$ cat config.mk
export PLATFORM = sky130hd
export DESIGN_NAME = csr_trap_file
export DESIGN_NICKNAME = d
export VERILOG_FILES = /design/src/rtl/csr_pkg.sv /design/src/rtl/csr_counter.sv /design/src/rtl/csr_trap_file.sv
export SDC_FILE = /design/constraint.sdc
export NUM_CORES = 2
export LEC_CHECK = 0
export BUFFER_PORTS_ARGS = -buffer_cell sky130_fd_sc_hd__buf_2
export CORE_MARGIN = 10
export CORE_UTILIZATION = 34
export CTS_BUF_LIST = sky130_fd_sc_hd__clkbuf_16
export DETAILED_ROUTE_END_ITERATION = 10
export PLACE_DENSITY = 0.59
export SETUP_SLACK_MARGIN = 0.4
export SLEW_MARGIN = 20
export SYNTH_ARGS = -nofsm -noshare
export SYNTH_HDL_FRONTEND = slang
export SYNTH_SLANG_ARGS = --single-unit
$ cat constraint.sdc
create_clock -name clk -period 38 [get_ports clk]
set_clock_uncertainty 0.1 [all_clocks]
set_input_delay 3.8 -clock clk [delete_from_list [all_inputs] [get_ports clk]]
set_output_delay 3.8 -clock clk [all_outputs]
set_load 0.005 [all_outputs]
$ cat src/rtl/csr_pkg.sv
// Shared constants for the scpu CSR/trap file: CSR addresses, privilege codes,
// write-op codes, mstatus bit positions and cause codes. CSR_COUNTERS_EN adds the counter CSRs.
package csr_pkg;

  localparam logic [11:0] CSR_SSTATUS  = 12'h100;
  localparam logic [11:0] CSR_STVEC    = 12'h105;
  localparam logic [11:0] CSR_SEPC     = 12'h141;
  localparam logic [11:0] CSR_SCAUSE   = 12'h142;
  localparam logic [11:0] CSR_SATP     = 12'h180;
  localparam logic [11:0] CSR_MSTATUS  = 12'h300;
  localparam logic [11:0] CSR_MEDELEG  = 12'h302;
  localparam logic [11:0] CSR_MTVEC    = 12'h305;
  localparam logic [11:0] CSR_MEPC     = 12'h341;
  localparam logic [11:0] CSR_MCAUSE   = 12'h342;
  localparam logic [11:0] CSR_MCYCLE   = 12'hB00;
  localparam logic [11:0] CSR_MINSTRET = 12'hB02;
  localparam logic [11:0] CSR_CYCLE    = 12'hC00;
  localparam logic [11:0] CSR_INSTRET  = 12'hC02;

  localparam logic [1:0] PRIV_U = 2'b00;
  localparam logic [1:0] PRIV_S = 2'b01;
  localparam logic [1:0] PRIV_M = 2'b11;

  typedef enum logic [1:0] {
    WR_OP_NONE  = 2'b00,
    WR_OP_WRITE = 2'b01,
    WR_OP_SET   = 2'b10,
    WR_OP_CLEAR = 2'b11
  } wr_op_e;

  localparam int MSTATUS_SIE    = 1;
  localparam int MSTATUS_MIE    = 3;
  localparam int MSTATUS_SPIE   = 5;
  localparam int MSTATUS_MPIE   = 7;
  localparam int MSTATUS_SPP    = 8;
  localparam int MSTATUS_MPP_LO = 11;
  localparam int MSTATUS_MPP_HI = 12;

  localparam logic [5:0] CAUSE_ILLEGAL_INSTR = 6'd2;
  localparam logic [5:0] CAUSE_ECALL_U       = 6'd8;
  localparam logic [5:0] CAUSE_ECALL_S       = 6'd9;
  localparam logic [5:0] CAUSE_ECALL_M       = 6'd11;

  function automatic logic csr_implemented(input logic [11:0] addr);
    logic impl;
    case (addr)
      CSR_SSTATUS, CSR_STVEC, CSR_SEPC, CSR_SCAUSE, CSR_SATP,
      CSR_MSTATUS, CSR_MEDELEG, CSR_MTVEC, CSR_MEPC, CSR_MCAUSE: impl = 1'b1;
`ifdef CSR_COUNTERS_EN
      CSR_MCYCLE, CSR_MINSTRET, CSR_CYCLE, CSR_INSTRET: impl = 1'b1;
`endif
      default: impl = 1'b0;
    endcase
    return impl;
  endfunction

endpackage

$ cat src/rtl/csr_counter.sv
// XLEN-bit free-running counter with a load port; load takes priority over increment.
module csr_counter #(
  parameter int XLEN = 64
) (
  input  logic            clk,
  input  logic            rst,
  input  logic            load,
  input  logic [XLEN-1:0] load_val,
  input  logic            inc,
  output logic [XLEN-1:0] count
);

  logic [XLEN-1:0] count_q, count_d;

  always_comb begin
    count_d = count_q;
    if (load) begin
      count_d = load_val;
    end else if (inc) begin
      count_d = count_q + {{(XLEN-1){1'b0}}, 1'b1};
    end else begin
      count_d = count_q;
    end
  end

  always_ff @(posedge clk or posedge rst) begin
    if (rst) begin
      count_q <= '0;
    end else begin
      count_q <= count_d;
    end
  end

  assign count = count_q;

endmodule

$ cat src/rtl/csr_trap_file.sv
// M/S-mode CSR file with trap entry, mret/sret, privilege tracking and PC redirect.
// Optional feature macro: CSR_COUNTERS_EN (mcycle/minstret and their read-only aliases).
module csr_trap_file
  import csr_pkg::*;
#(
  parameter int              XLEN      = 64,
  parameter logic [1:0]      RST_PRIV  = 2'b11,
  parameter logic [XLEN-1:0] MTVEC_RST = '0
) (
  input  logic            clk,
  input  logic            rst,
  input  logic            rd_en,
  input  logic [11:0]     rd_addr,
  output logic [XLEN-1:0] rd_data,
  output logic            rd_illegal,
  input  logic [1:0]      wr_op,
  input  logic [11:0]     wr_addr,
  input  logic [XLEN-1:0] wr_data,
  output logic            wr_illegal,
  input  logic            trap_valid,
  input  logic [XLEN-1:0] trap_cause,
  input  logic [XLEN-1:0] trap_pc,
  input  logic            xret_valid,
  input  logic            xret_is_m,
`ifdef CSR_COUNTERS_EN
  input  logic            instret_inc,
`endif
  output logic            redirect_valid,
  output logic [XLEN-1:0] redirect_pc,
  output logic [1:0]      priv,
  output logic [XLEN-1:0] satp_data
);

  localparam logic [XLEN-1:0] SSTATUS_MASK = {{(XLEN-9){1'b0}}, 9'h122};
  localparam logic [XLEN-1:0] TVEC_MASK    = {{(XLEN-2){1'b1}}, 2'b00};
  localparam logic [XLEN-1:0] EPC_MASK     = {{(XLEN-1){1'b1}}, 1'b0};

  logic [1:0]      priv_q, priv_d;
  logic [XLEN-1:0] mstatus_q, mstatus_d, medeleg_q, medeleg_d;
  logic [XLEN-1:0] mtvec_q, mtvec_d, mepc_q, mepc_d, mcause_q, mcause_d;
  logic [XLEN-1:0] stvec_q, stvec_d, sepc_q, sepc_d, scause_q, scause_d;
  logic [XLEN-1:0] satp_q, satp_d;
  logic [XLEN-1:0] rd_data_q, rd_data_d, redirect_pc_q, redirect_pc_d;
  logic            rd_illegal_q, rd_illegal_d, redirect_valid_q, redirect_valid_d;

  logic            rd_bad_s, wr_commit_s, trap_to_s_s, xret_ok_s;
  logic [XLEN-1:0] wr_old_s, wr_new_s, mstatus_wr_s;
  logic [63:0]     deleg_ext_s;

`ifdef CSR_COUNTERS_EN
  logic [XLEN-1:0] mcycle_s, minstret_s;
  logic            mcycle_load_s, minstret_load_s;
`endif

  function automatic logic [XLEN-1:0] csr_value(input logic [11:0] addr);
    logic [XLEN-1:0] v;
    case (addr)
      CSR_MSTATUS:  v = mstatus_q;
      CSR_SSTATUS:  v = mstatus_q & SSTATUS_MASK;
      CSR_MEDELEG:  v = medeleg_q;
      CSR_MTVEC:    v = mtvec_q;
      CSR_MEPC:     v = mepc_q;
      CSR_MCAUSE:   v = mcause_q;
      CSR_STVEC:    v = stvec_q;
      CSR_SEPC:     v = sepc_q;
      CSR_SCAUSE:   v = scause_q;
      CSR_SATP:     v = satp_q;
`ifdef CSR_COUNTERS_EN
      CSR_MCYCLE, CSR_CYCLE:     v = mcycle_s;
      CSR_MINSTRET, CSR_INSTRET: v = minstret_s;
`endif
      default:      v = '0;
    endcase
    return v;
  endfunction

  assign rd_bad_s   = !csr_implemented(rd_addr) || (rd_addr[9:8] > priv_q);
  assign wr_illegal = (wr_op != WR_OP_NONE) &&
                      (!csr_implemented(wr_addr) || (wr_addr[11:10] == 2'b11) ||
                       (wr_addr[9:8] > priv_q));
  assign wr_commit_s = (wr_op != WR_OP_NONE) && !wr_illegal && !trap_valid && !xret_valid;

  // medeleg widened so cause[5:0] can index it for any XLEN
  assign deleg_ext_s = 64'(medeleg_q);
  assign trap_to_s_s = (priv_q != PRIV_M) && deleg_ext_s[trap_cause[5:0]] &&
                       (trap_cause[XLEN-1] == 1'b0);
  assign xret_ok_s   = xret_is_m ? (priv_q == PRIV_M) : (priv_q != PRIV_U);

  always_comb begin
    wr_old_s = csr_value(wr_addr);
    case (wr_op_e'(wr_op))
      WR_OP_WRITE: wr_new_s = wr_data;
      WR_OP_SET:   wr_new_s = wr_old_s | wr_data;
      WR_OP_CLEAR: wr_new_s = wr_old_s & ~wr_data;
      default:     wr_new_s = wr_old_s;
    endcase
    mstatus_wr_s = wr_new_s;
    if (wr_new_s[MSTATUS_MPP_HI:MSTATUS_MPP_LO] == 2'b10) begin
      mstatus_wr_s[MSTATUS_MPP_HI:MSTATUS_MPP_LO] = PRIV_U;
    end else begin
      mstatus_wr_s[MSTATUS_MPP_HI:MSTATUS_MPP_LO] = wr_new_s[MSTATUS_MPP_HI:MSTATUS_MPP_LO];
    end
  end

  always_comb begin
    priv_d           = priv_q;
    mstatus_d        = mstatus_q;
    medeleg_d        = medeleg_q;
    mtvec_d          = mtvec_q;
    mepc_d           = mepc_q;
    mcause_d         = mcause_q;
    stvec_d          = stvec_q;
    sepc_d           = sepc_q;
    scause_d         = scause_q;
    satp_d           = satp_q;
    redirect_valid_d = 1'b0;
    redirect_pc_d    = redirect_pc_q;
    rd_data_d        = rd_data_q;
    rd_illegal_d     = rd_illegal_q;

    if (rd_en) begin
      rd_data_d    = rd_bad_s ? '0 : csr_value(rd_addr);
      rd_illegal_d = rd_bad_s;
    end else begin
      rd_illegal_d = rd_illegal_q;
    end

    if (trap_valid) begin
      redirect_valid_d = 1'b1;
      if (trap_to_s_s) begin
        sepc_d                  = trap_pc & EPC_MASK;
        scause_d                = trap_cause;
        mstatus_d[MSTATUS_SPIE] = mstatus_q[MSTATUS_SIE];
        mstatus_d[MSTATUS_SIE]  = 1'b0;
        mstatus_d[MSTATUS_SPP]  = priv_q[0];
        priv_d                  = PRIV_S;
        redirect_pc_d           = stvec_q;
      end else begin
        mepc_d                  = trap_pc & EPC_MASK;
        mcause_d                = trap_cause;
        mstatus_d[MSTATUS_MPIE] = mstatus_q[MSTATUS_MIE];
        mstatus_d[MSTATUS_MIE]  = 1'b0;
        mstatus_d[MSTATUS_MPP_HI:MSTATUS_MPP_LO] = priv_q;
        priv_d                  = PRIV_M;
        redirect_pc_d           = mtvec_q;
      end
    end else if (xret_valid) begin
      // an xret from too low a privilege is dropped here; the decoder raises the exception
      if (xret_ok_s && xret_is_m) begin
        redirect_valid_d        = 1'b1;
        priv_d                  = mstatus_q[MSTATUS_MPP_HI:MSTATUS_MPP_LO];
        mstatus_d[MSTATUS_MIE]  = mstatus_q[MSTATUS_MPIE];
        mstatus_d[MSTATUS_MPIE] = 1'b1;
        mstatus_d[MSTATUS_MPP_HI:MSTATUS_MPP_LO] = PRIV_U;
        redirect_pc_d           = mepc_q;
      end else if (xret_ok_s) begin
        redirect_valid_d        = 1'b1;
        priv_d                  = {1'b0, mstatus_q[MSTATUS_SPP]};
        mstatus_d[MSTATUS_SIE]  = mstatus_q[MSTATUS_SPIE];
        mstatus_d[MSTATUS_SPIE] = 1'b1;
        mstatus_d[MSTATUS_SPP]  = 1'b0;
        redirect_pc_d           = sepc_q;
      end else begin
        redirect_valid_d        = 1'b0;
      end
    end else if (wr_commit_s) begin
      case (wr_addr)
        CSR_MSTATUS: mstatus_d = mstatus_wr_s;
        CSR_SSTATUS: mstatus_d = (mstatus_q & ~SSTATUS_MASK) | (wr_new_s & SSTATUS_MASK);
        CSR_MEDELEG: medeleg_d = wr_new_s;
        CSR_MTVEC:   mtvec_d   = wr_new_s & TVEC_MASK;
        CSR_MEPC:    mepc_d    = wr_new_s & EPC_MASK;
        CSR_MCAUSE:  mcause_d  = wr_new_s;
        CSR_STVEC:   stvec_d   = wr_new_s & TVEC_MASK;
        CSR_SEPC:    sepc_d    = wr_new_s & EPC_MASK;
        CSR_SCAUSE:  scause_d  = wr_new_s;
        CSR_SATP:    satp_d    = wr_new_s;
        default:     satp_d    = satp_q;
      endcase
    end else begin
      redirect_valid_d = 1'b0;
    end
  end

  always_ff @(posedge clk or posedge rst) begin
    if (rst) begin
      priv_q           <= RST_PRIV;
      mstatus_q        <= '0;
      medeleg_q        <= '0;
      mtvec_q          <= MTVEC_RST;
      mepc_q           <= '0;
      mcause_q         <= '0;
      stvec_q          <= '0;
      sepc_q           <= '0;
      scause_q         <= '0;
      satp_q           <= '0;
      rd_data_q        <= '0;
      rd_illegal_q     <= 1'b0;
      redirect_valid_q <= 1'b0;
      redirect_pc_q    <= '0;
    end else begin
      priv_q           <= priv_d;
      mstatus_q        <= mstatus_d;
      medeleg_q        <= medeleg_d;
      mtvec_q          <= mtvec_d;
      mepc_q           <= mepc_d;
      mcause_q         <= mcause_d;
      stvec_q          <= stvec_d;
      sepc_q           <= sepc_d;
      scause_q         <= scause_d;
      satp_q           <= satp_d;
      rd_data_q        <= rd_data_d;
      rd_illegal_q     <= rd_illegal_d;
      redirect_valid_q <= redirect_valid_d;
      redirect_pc_q    <= redirect_pc_d;
    end
  end

`ifdef CSR_COUNTERS_EN
  assign mcycle_load_s   = wr_commit_s && (wr_addr == CSR_MCYCLE);
  assign minstret_load_s = wr_commit_s && (wr_addr == CSR_MINSTRET);

  csr_counter #(.XLEN(XLEN)) u_mcycle (
    .clk      (clk),
    .rst      (rst),
    .load     (mcycle_load_s),
    .load_val (wr_new_s),
    .inc      (1'b1),
    .count    (mcycle_s)
  );

  csr_counter #(.XLEN(XLEN)) u_minstret (
    .clk      (clk),
    .rst      (rst),
    .load     (minstret_load_s),
    .load_val (wr_new_s),
    .inc      (instret_inc),
    .count    (minstret_s)
  );
`endif

  assign rd_data        = rd_data_q;
  assign rd_illegal     = rd_illegal_q;
  assign redirect_valid = redirect_valid_q;
  assign redirect_pc    = redirect_pc_q;
  assign priv           = priv_q;
  assign satp_data      = satp_q;

endmodule

Yosys cells after proc, flatten, opt, wreduce, memory -nomap -nowiden
Index checks and enable logic that the tools add are counted.
{"block": "totals", "regBits": 704, "out_inout_bits": 197, "word_cells": 171}
{"block": "classes", "n_mux": 71, "eq_ne": 33, "magnitude_cmp": 3, "reduce_logical": 41, "bitwise": 7}
{"op": "two-way mux 64 bit", "count": 26}
{"op": "case mux 64 bit (10 select lines)", "count": 2}
{"op": "case mux 64 bit (3 select lines)", "count": 1}
{"op": "case mux 64 bit (2 select lines)", "count": 1}
{"op": "== test 12 x 10 -> 1 bit (second input constant)", "count": 10}
{"op": "== test 12 x 9 -> 1 bit (second input constant)", "count": 10}
{"op": "AND 64 bit", "count": 1}
{"op": "NOT 64 bit", "count": 1}
{"op": "bitwise OR 64 bit", "count": 1}
{"op": "bitwise OR 64 x 9 -> 64 bit", "count": 1}
{"op": "AND reduction 4 bit", "count": 10}
{"op": "two-way mux 1 bit", "count": 27}
{"op": "two-way mux 2 bit", "count": 12}
{"op": "OR reduction 10 bit", "count": 2}
{"op": "nonzero test 2 bit", "count": 9}
{"op": "two-way mux 13 bit", "count": 1}
{"op": "== test 2 bit (second input constant)", "count": 5}
{"op": "logical AND 1 bit", "count": 7}
{"op": "less-than comparator 6 x 7 -> 1 bit (second input constant)", "count": 1}
{"op": "binary-select mux 1 bit (select 6 bit)", "count": 1}
{"op": "inequality test 2 bit (second input constant)", "count": 3}
{"op": "inequality test 3 x 2 -> 1 bit (second input constant)", "count": 2}
{"op": "nonzero test 3 bit", "count": 2}
{"op": "logical NOT 1 bit", "count": 5}
{"op": "other kinds (9)", "count": 14}

Longest topological paths before layout
{"block": "depth", "word_depth": 14, "mapped_depth": 12, "depth_no_buf": 9}

Least setup slack after synthesis
Ideal clock, no wire load.
{"block": "synth_timing", "path_kind": "input to output", "startpoint": "input wr_addr[9]", "endpoint": "output wr_illegal", "stages": 6, "arrival_ns": 4.968, "path_buffers": 1, "setup_slack_ns": 29.132, "path_cell_list": "buf_2 > nor4b_2 > nand3_1 > a21o_1 > a21oi_1 > nor2_1"}
{"block": "synth_between", "elab_chain_len": 7, "elab_cells_between_ends": 17}
{"item": "start, declared", "line": "csr_trap_file.sv:17", "rtl": "input logic [11:0] wr_addr,"}
{"item": "== test 12 x 9 -> 1 bit or == test 12 x 10 -> 1 bit (tied branches)", "line": "csr_pkg.sv:46", "rtl": "case (addr)"}
{"item": "OR reduction 10 bit", "line": "csr_pkg.sv:46"}
{"item": "two-way mux 1 bit", "line": "csr_pkg.sv:46"}
{"item": "logical NOT 1 bit", "line": "csr_trap_file.sv:79", "rtl": "(!csr_implemented(wr_addr) || (wr_addr[11:10] == 2'b11) ||"}
{"item": "logical OR 1 bit", "line": "csr_trap_file.sv:79"}
{"item": "logical OR 1 bit *", "line": "csr_trap_file.sv:79"}
{"item": "logical AND 1 bit *", "line": "csr_trap_file.sv:78", "rtl": "assign wr_illegal = (wr_op != WR_OP_NONE) &&"}
{"item": "end, declared", "line": "csr_trap_file.sv:19", "rtl": "output logic wr_illegal,"}
Mark *: on every way between the ends. The rest lies on a longest branch, timed or not.

Final worst setup path
{"block": "layout_timing", "startpoint": "input wr_addr[6]", "endpoint": "output wr_illegal"}
{"block": "layout_between", "elab_chain_len": 7, "elab_cells_between_ends": 16}
{"item": "== test 12 x 9 -> 1 bit or == test 12 x 10 -> 1 bit (tied branches)", "line": "csr_pkg.sv:46"}
{"item": "OR reduction 10 bit *", "line": "csr_pkg.sv:46"}
{"item": "two-way mux 1 bit *", "line": "csr_pkg.sv:46"}
{"item": "logical NOT 1 bit *", "line": "csr_trap_file.sv:79"}
{"item": "logical OR 1 bit * (2 in a row)", "line": "csr_trap_file.sv:79"}
{"item": "logical AND 1 bit *", "line": "csr_trap_file.sv:78"}
Marked as above.

==> impl_metrics.env <==
export IMPL_drt_pass1_iterations=11
export IMPL_ctsResizeCount=0
export IMPL_dpl_cell_count=5813
export IMPL_fp_dieH_um=358.3
export IMPL_vias_per_cell=6.466
export IMPL_synth_edf_count=0
export IMPL_post_cts_setup_buffers=0
export IMPL_worst_slack_ns=27.49
export IMPL_track_usage_pct=30.16
export IMPL_worst_pin_slew_ns=1.352
export IMPL_insertion_delay_ns=0.68
export IMPL_synth_area_leaders="dfrtp_1 (45%), o21ai_0 (5.8%), mux2i_1 (5.4%)"
export IMPL_violations="DRC"
export IMPL_layout_drive_gt1_share_pct=19.01
export IMPL_cts_path_max_buffers=3
export IMPL_yosysSeqAreaShare_pct=45.08
export IMPL_synth_top_area_share_pct=44.95
export IMPL_hold_violations=0
export IMPL_whs_ns=0.3715
export IMPL_grt_max_degree=150
export IMPL_syn_inst=4157
export IMPL_rsz0062_at_grt="false"
export IMPL_grt_pass1_wl_mm=281.5
export IMPL_async_flop_share_pct=100.0
export IMPL_pwr_density_cell_nw_per_um2=44.95
export IMPL_instances_no_fill=6005
export IMPL_first_global_vias=36480
export IMPL_overflow=0
export IMPL_antenna_found_initial=87
export IMPL_drt_initial_drc_count=6283
export IMPL_finalCriticalPeriod_ns=10.51
export IMPL_initial_core_util_pct=34.13
export IMPL_setup_tns_ns=0
export IMPL_ff_latch_area_um2=17540
export IMPL_cts_clk_slew_worst_paths_ns=0.06
export IMPL_multi_input_area_um2=19680
export IMPL_post_drt_wl_per_cell_um=33.58
export IMPL_arrival_ns=6.61
export IMPL_drt_wl_total_mm=201.6
export IMPL_final_common_cell="dfrtp_1"
export IMPL_vias=38830
export IMPL_place_congestion=0.9499
export IMPL_hold_buffers=0
export IMPL_drc=4
export IMPL_avgSynthCellArea_um2=9.362
export IMPL_htreeDepth=3
export IMPL_area_growth_pct=15.71
export IMPL_dp_hpwl_mm=128.2
export IMPL_clock_sinks=701
export IMPL_ys_warn_count=0
export IMPL_p_leak_nw=18.82
export IMPL_critPathLaunchType="input port"
export IMPL_max_freq_mhz=95.12
export IMPL_core_area_um2=114000
export IMPL_buffer_ports_inserted=418
export IMPL_ant_nets=0
export IMPL_cts_buffers_inserted=81
export IMPL_syn_area_um2=38920
export IMPL_n_fill_cell=11480
export IMPL_synth_seq_cells=701
export IMPL_die_w_um=358.3
export IMPL_fin_nets=4612
export IMPL_postLayoutCoreUtil_pct=39.49
export IMPL_slew_headroom_pct=9.507
export IMPL_synth_distinct_cells=95
export IMPL_root_buffer="clkbuf_16"
export IMPL_worstSetupPathType="input port to output port"
export IMPL_synth_nets=4385
export IMPL_setup_violations_final=0
export IMPL_dieArea_um2=128400
export IMPL_outcome="finished with violations"
export IMPL_layout_common_cells="dfrtp_1 (699), nand2_1 (516), o21ai_0 (450)"
export IMPL_crit_required_ns=34.10
export IMPL_crit_fanout=25
export IMPL_synth_flop_cell="dfrtp_1"
export IMPL_ir_worst_vdd_mv=0.03198
export IMPL_hold_path_class="flop to flop"
export IMPL_rows=124
export IMPL_max_cap_viol_count=0
export IMPL_dp_slack_ns=27.66
export IMPL_yosys_area_top_type="dfrtp_1"
export IMPL_critPathCaptureType="output port"
export IMPL_num_io_pins=421
export IMPL_slew_violations=0
export IMPL_cts_tree="yes"
export IMPL_post_route_period_util_pct=27.67
cell type report:
cell class              instances  area share (%)
flip-flops and latches        701           38.96
diodes                         48          0.2667
clock inverters                60          0.8947
well taps                    1512           4.201
inverters                      93          0.7975
clock buffers                  84           4.668
multi-input cells            2984           43.71
repair buffers                523           6.496
path summary, 6_finish.rpt:
kind                                 startpoint         endpoint  slack [ns]  cells after the start
worst min register to register       rd_illegal       rd_illegal        0.37                      1
worst min-delay path                 rd_illegal       rd_illegal        0.37                      1
worst max register to register  deleg_ext_s[33]      mcause_q[3]       33.17                      8
min in group asynchronous                   rst   redirect_pc[2]        3.23                      2
worst max-delay path                 wr_addr[6]       wr_illegal       27.49                      9
max in group asynchronous                   rst  redirect_pc[28]       32.32                      4
layer usage:
metal / vias up / track usage (%) / wire length (µm)
met5: - / 0.4904 / 600
met4: 80 / 18.14 / 13590
met3: 801 / 12.76 / 30880
met2: 2975 / 42.34 / 82530
met1: 18950 / 38.07 / 74040
li1: 16020 / - / -
per-stage QoR:
stage | area (µm²) | total power [W]
after floorplan | 38920 | 0.001112
after global placement | 42400 | 0.001246
after detailed placement | 42400 | 0.001255
after CTS | 44910 | 0.002019
after global routing | 44960 | 0.002094
final | 45030 | 0.002024
critical path, stage by stage:
cell and delay, ns:
buf_2 0.10, buf_4 0.32, nor4_4 0.47, buf_4 0.50, nand3_1 0.51, o21a_1 0.38, a21oi_1 0.18, nor2_1 0.15
buf_2 0.17
cell usage after synthesis, types with 45 or more instances:
| cell type | n |
|---|---|
| dfrtp_1 | 699 |
| nand2_1 | 520 |
| o21ai_0 | 450 |
| clkbuf_1 | 259 |
| nor2_1 | 233 |
| a21oi_1 | 223 |
| a22oi_1 | 219 |
| mux2i_1 | 211 |
| mux2_2 | 115 |
| a222oi_1 | 100 |
| nor3_1 | 92 |
| inv_1 | 91 |
| o22ai_1 | 90 |
| buf_2 | 71 |
| o21a_1 | 71 |
| nand3_1 | 56 |
| a22o_1 | 45 |
flip-flops by register name, summed over array words and instances (netlist names), 2 cells and up:
name,flops
scause_q,64
mcause_q,64
rd_data,64
stvec_q,62
redirect_pc,63
mtvec_q,62
sepc_q,63
satp_data,64
mepc_q,63
priv,2
mstatus_q,64
deleg_ext_s,64
power by group:
group | leakage (nW) | total (W) | internal (W) | switching (W)
logic | 8.30 | 0.000328 | 0.000130 | 0.000198
clock network | 1.31 | 0.000771 | 0.000432 | 0.000340
registers | 9.22 | 0.000924 | 0.000835 | 0.0000890
cells by family after synthesis:
group / Yosys count / synth area share [%]
other cells: 1 / 0.009636
buf+inv: 472 / 5.080
simple gates: 1084 / 12.99
fa+ha+maj: 4 / 0.1286
xor+xnor: 62 / 1.395
mux: 348 / 9.864
flops: 701 / 45.08
compound gates: 1485 / 25.46
No activity file was read; power rests on OpenSTA's default activity.
